**src/rtl/spike_injector.sv**
```systemverilog
// Spike packet injector: buffers 32-bit packets in a small FIFO and serialises them
// MSB-first into flits for a router local port, with backpressure and an idle gap after each tail.
module spike_injector #(
    parameter int PACKET_SIZE = 32,
    parameter int FLIT_WIDTH  = 4,
    parameter int DEPTH_LOG2  = 3,
    parameter int AF_LEVEL    = 6,
    parameter int GAP_CYCLES  = 4
) (
    input  logic                   neu_clk,
    input  logic                   rst_n,
    input  logic                   write_req,
    input  logic [PACKET_SIZE-1:0] spike_packet,
    input  logic                   router_full,
    output logic                   full,
    output logic                   almost_full,
    output logic                   busy,
    output logic                   flit_valid,
    output logic [FLIT_WIDTH-1:0]  flit_out,
    output logic                   head_flit,
    output logic                   tail_flit,
    output logic [7:0]             drop_count,
    output logic [15:0]            sent_count
);
    localparam int NFLIT = PACKET_SIZE / FLIT_WIDTH;
    localparam int DEPTH = 2 ** DEPTH_LOG2;
    localparam int CW    = DEPTH_LOG2 + 1;
    localparam int IW    = (NFLIT > 1) ? $clog2(NFLIT) : 1;
    localparam int GW    = (GAP_CYCLES > 1) ? $clog2(GAP_CYCLES) : 1;

    localparam logic [IW-1:0] LAST_IDX  = IW'(NFLIT - 1);
    localparam logic [GW-1:0] LAST_GAP  = GW'((GAP_CYCLES > 0) ? GAP_CYCLES - 1 : 0);
    localparam logic [CW-1:0] DEPTH_CNT = CW'(DEPTH);
    localparam logic [CW-1:0] AF_CNT    = CW'(AF_LEVEL);

    typedef enum logic [1:0] {IDLE, SHIFT, GAP} state_t;

    state_t                  state_reg, state_next;
    logic [PACKET_SIZE-1:0]  mem [DEPTH];
    logic [DEPTH_LOG2-1:0]   wr_ptr_reg, rd_ptr_reg;
    logic [CW-1:0]           count_reg, count_next;
    logic                    full_reg, af_reg;
    logic [PACKET_SIZE-1:0]  shift_reg;
    logic [IW-1:0]           flit_idx_reg;
    logic [GW-1:0]           gap_cnt_reg;
    logic [7:0]              drop_reg;
    logic [15:0]             sent_reg;

    logic push, drop, pop, fifo_empty, flit_fire, last_flit;

    // The registered full flag gates writes, so a pop on the same edge cannot admit one.
    assign push       = write_req & ~full_reg;
    assign drop       = write_req & full_reg;
    assign fifo_empty = (count_reg == '0);
    assign flit_fire  = (state_reg == SHIFT) & ~router_full;
    assign last_flit  = flit_fire & (flit_idx_reg == LAST_IDX);

    always_ff @(posedge neu_clk or negedge rst_n) begin
        if (!rst_n) state_reg <= IDLE;
        else        state_reg <= state_next;
    end

    always_comb begin
        state_next = state_reg;
        pop        = 1'b0;
        unique case (state_reg)
            IDLE: begin
                if (!fifo_empty) begin
                    pop        = 1'b1;
                    state_next = SHIFT;
                end
            end
            SHIFT: begin
                if (last_flit) begin
                    if (GAP_CYCLES > 0) begin
                        state_next = GAP;
                    end else if (!fifo_empty) begin
                        pop = 1'b1;
                    end else begin
                        state_next = IDLE;
                    end
                end
            end
            GAP: begin
                if (gap_cnt_reg == LAST_GAP) state_next = IDLE;
            end
            default: state_next = IDLE;
        endcase
    end

    always_comb begin
        flit_valid = flit_fire;
        head_flit  = flit_fire & (flit_idx_reg == '0);
        tail_flit  = last_flit;
        busy       = (state_reg != IDLE) | ~fifo_empty;
    end

    always_comb begin
        unique case ({push, pop})
            2'b10:   count_next = count_reg + 1'b1;
            2'b01:   count_next = count_reg - 1'b1;
            default: count_next = count_reg;
        endcase
    end

    // Storage carries no reset; stale entries are unreachable once count is cleared.
    always_ff @(posedge neu_clk) begin
        if (push) mem[wr_ptr_reg] <= spike_packet;
    end

    always_ff @(posedge neu_clk or negedge rst_n) begin
        if (!rst_n) begin
            wr_ptr_reg   <= '0;
            rd_ptr_reg   <= '0;
            count_reg    <= '0;
            full_reg     <= 1'b0;
            af_reg       <= 1'b0;
            shift_reg    <= '0;
            flit_idx_reg <= '0;
            gap_cnt_reg  <= '0;
            drop_reg     <= '0;
            sent_reg     <= '0;
        end else begin
            if (push) wr_ptr_reg <= wr_ptr_reg + 1'b1;
            if (pop) begin
                rd_ptr_reg   <= rd_ptr_reg + 1'b1;
                shift_reg    <= mem[rd_ptr_reg];
                flit_idx_reg <= '0;
            end else if (flit_fire) begin
                shift_reg    <= shift_reg << FLIT_WIDTH;
                flit_idx_reg <= flit_idx_reg + 1'b1;
            end
            count_reg <= count_next;
            full_reg  <= (count_next == DEPTH_CNT);
            af_reg    <= (count_next >= AF_CNT);
            if (state_reg == SHIFT && state_next == GAP) gap_cnt_reg <= '0;
            else if (state_reg == GAP)                   gap_cnt_reg <= gap_cnt_reg + 1'b1;
            if (drop && drop_reg != 8'hFF) drop_reg <= drop_reg + 1'b1;
            if (last_flit) sent_reg <= sent_reg + 1'b1;
        end
    end

    assign full        = full_reg;
    assign almost_full = af_reg;
    assign flit_out    = shift_reg[PACKET_SIZE-1 -: FLIT_WIDTH];
    assign drop_count  = drop_reg;
    assign sent_count  = sent_reg;

endmodule

```
**config.mk**
```make
export PLATFORM = sky130hd
export DESIGN_NAME = spike_injector
export DESIGN_NICKNAME = d
export VERILOG_FILES = /design/src/rtl/spike_injector.sv
export SDC_FILE = /design/constraint.sdc
export NUM_CORES = 1
export LEC_CHECK = 0
export CORE_MARGIN = 3
export CORE_UTILIZATION = 54
export DETAILED_ROUTE_END_ITERATION = 8
export GPL_TIMING_DRIVEN = 0
export PLACE_DENSITY = 0.76
export SLEW_MARGIN = 15
export SYNTH_ARGS = -nofsm -noshare
export SYNTH_HDL_FRONTEND = slang
export SYNTH_SLANG_ARGS = --single-unit
```
**constraint.sdc**
```tcl
create_clock -name neu_clk -period 3.75 [get_ports neu_clk]
set_input_delay 0.75 -clock neu_clk [delete_from_list [all_inputs] [get_ports neu_clk]]
set_output_delay 0.75 -clock neu_clk [all_outputs]
set_load 0.02 [all_outputs]
```
==> impl_metrics.ini <==
[outcome]
status = finished, final reports clean

[setup_path]
worstSetupPathType = in -> out
worstPathMaxFanout = 18
crit_path_end_kind = output pin
start_kind = primary input
cp.required_ns = 3.00
cp_num_cells = 6
worstRegToRegCells = 13
path_cells = clkdlybuf4s50_1 > or3_1 > buf_2 > inv_2 > buf_2 > clkdlybuf4s50_1
cpPeakStageDelay_ns = 0.64
critPathTopFamily = buffers and inverters
cp_num_buf_inv = 5
cpMaxStageDelayCell = clkdlybuf4s50_1
worstSetupStartpoint = router_full
r2r-end = full$_DFF_PN0_
reg2reg_from = count_reg[1]$_DFF_PN0_
arrival_ns = 2.87
reg2reg_slack_ns = 0.43

[die]
initial_core_util_pct = 55.5
io_pins = 70
dieArea_um2 = 26300
rows = 56
die_w_um = 162
die_height_um = 162
fp.coreArea_um2 = 23800

[finish]
area_delta_synth_final_pct = 18.1
final_common_cell = edfxtp_1
diodes = 0
drive_above_1_share_pct = 20.4
nNetsFinal = 901
largest_reg_flops = 256
final_area_um2 = 15600
fin_cells = 1198
final_cell_mix = edfxtp_1 (256), nand2_1 (78), dfrtp_1 (75), clkdlybuf4s50_1 (68), mux4_2 (64)
fin_util_pct = 65.5

[clock_tree]
clock_sinks = 331
cts_inserted_buffers = 31
root_buffer = clkbuf_16
cts_tree = yes
clock_latency_ns = 0.57
cts.clk_slew.worst_paths_ns = 0.06
htreeDepth = 1
clock_path_buffers = 3
post_cts_buffers = 0

[route]
drt-initial-drc-count = 617
dr.pass1.iters = 5
wl_per_cell_um = 22.2
routed_wl_mm = 26.5
vias = 7107
ant_nets = 0
drc = 0
routed_via_density = 5.93

[synthesis]
synth_enable_flop_cells = 256
synth-async-reset-ratio_pct = 22.7
ys_seq_elements = 331
avgSynthCellArea_um2 = 17.8
synth.distinct_cells = 44
synth_cells = 742
syn_area_um2 = 13200
ys_seq_area_share_pct = 72.6
syn_nets = 789
synth_ff_type = edfxtp_1
ys_warn_count = 0

[timing]
fin_skew_ns = 0.0132
finalSetupViolations = 0
fmax_mhz = 276
grt_setup_unrepaired = false
worstMarginPinSlew_ns = 0.877
finalCritPeriodShare_pct = 96.5
fin_ws_ns = 0.130
period_minus_slack_ns = 3.62
slew_headroom_pct = 41.5
hold_violations = 0
slew_violations = 0

[placement]
place_area_um2 = 14600
place_ws_ns = 0.0498
io_buffers = 69
gp_congestion = 0.837
dp_hpwl_mm = 17.2
place_inst = 1141

[global_routing]
grt_pass1_wl_mm = 42.7
track_usage_pct = 20.8
antenna_found_initial = 1
grt_pass1_vias = 7535
grt_overflow = 0
grt_max_degree = 56

[power]
powerDensity_nw_per_um2 = 718
ir_worst_vdd_mv = 0.494
power_leakage_uw = 0.00539
total_power_uw = 11200

[job]
maxCapViolations = 0

[hold_path]
min_path_type = in -> async
[worst max path at each step]
stage / endpoint / slack [ns]
finish: flit_valid / 0.13
global route: flit_valid / 0.004
CTS: head_flit / 0.02
detailed placement: head_flit / 0.05
global placement: mem[4][15]$_DFFE_PP_ / -1.12
floorplan: mem[6][0]$_DFFE_PP_ / 0.70
[per-stage QoR]
stage	TNS [ns]	hold WS [ns]
global placement	-302.06	0.461
finish	0	0.0742
floorplan	0	0.454
detailed placement	0	0.489
global route	0	0.0900
CTS	0	0.0709
[synth_stat cells (all sizes together) (2+ instances only)]
cell type / instances / area [um2]
mux2i: 7 / 70.1
nand4: 5 / 31.3
and4: 7 / 61.3
xnor2: 21 / 184
nor2b: 31 / 194
mux4: 64 / 1440
dfrtp: 75 / 1880
clkbuf: 10 / 38.8
a211oi: 30 / 290
nor3: 3 / 15.0
xor2: 6 / 52.6
buf: 33 / 203
nand3: 14 / 70.1
a31oi: 29 / 181
inv: 9 / 33.8
nor4: 2 / 18.8
nand2b: 4 / 25.0
nand2: 78 / 293
edfxtp: 256 / 7690
a21oi: 8 / 40.0
mux2: 3 / 33.8
o21ai: 6 / 30.0
o22ai: 2 / 12.5
ha: 11 / 138
nor2: 16 / 60.1
[area by class of cell]
type                            instances  area, um2
Clock inverter                         11        106
Multi-Input combinational cell        359       3410
Timing Repair Buffer                   80        941
Fill cell                            1574       8180
Tap cell                              319        399
Sequential cell                       331       9560
Inverter                                9       33.8
Buffer                                 42        238
Clock buffer                           47        876
[power by group]
group          internal, uW  total (uW)  switching, uW
sequential             4670        4990            323
clock                  1740        3030           1290
combinational          1440        3150           1710
total                  7850       11200           3320
[cells by family (layout without fill, tap and decap cells)]
kind of cell    after synthesis  in the layout  share of synthesized area (%)
simple gates                168            168                           6.32
flops                       331            331                           72.6
buf+inv                      52            189                           2.09
fa+ha+maj                    11             11                           1.04
xor+xnor                     27             27                           1.79
mux                          74             74                           11.7
compound gates               79             79                           4.44
[layer usage]
metal	track usage (%)	part of all wire, %
met1	29.4	43
met5	0	0.049
met3	2.83	5.0
met4	4.58	1.9
met2	35.3	50
[repair_timing]
action | CTS | global route
hold buffers | 0 | 0
endpoints found under the setup margin | 0 | 1
gates resized for setup | 0 | 1
endpoints found under the hold margin | 0 | 0
(Power assumes the default switching activity.)
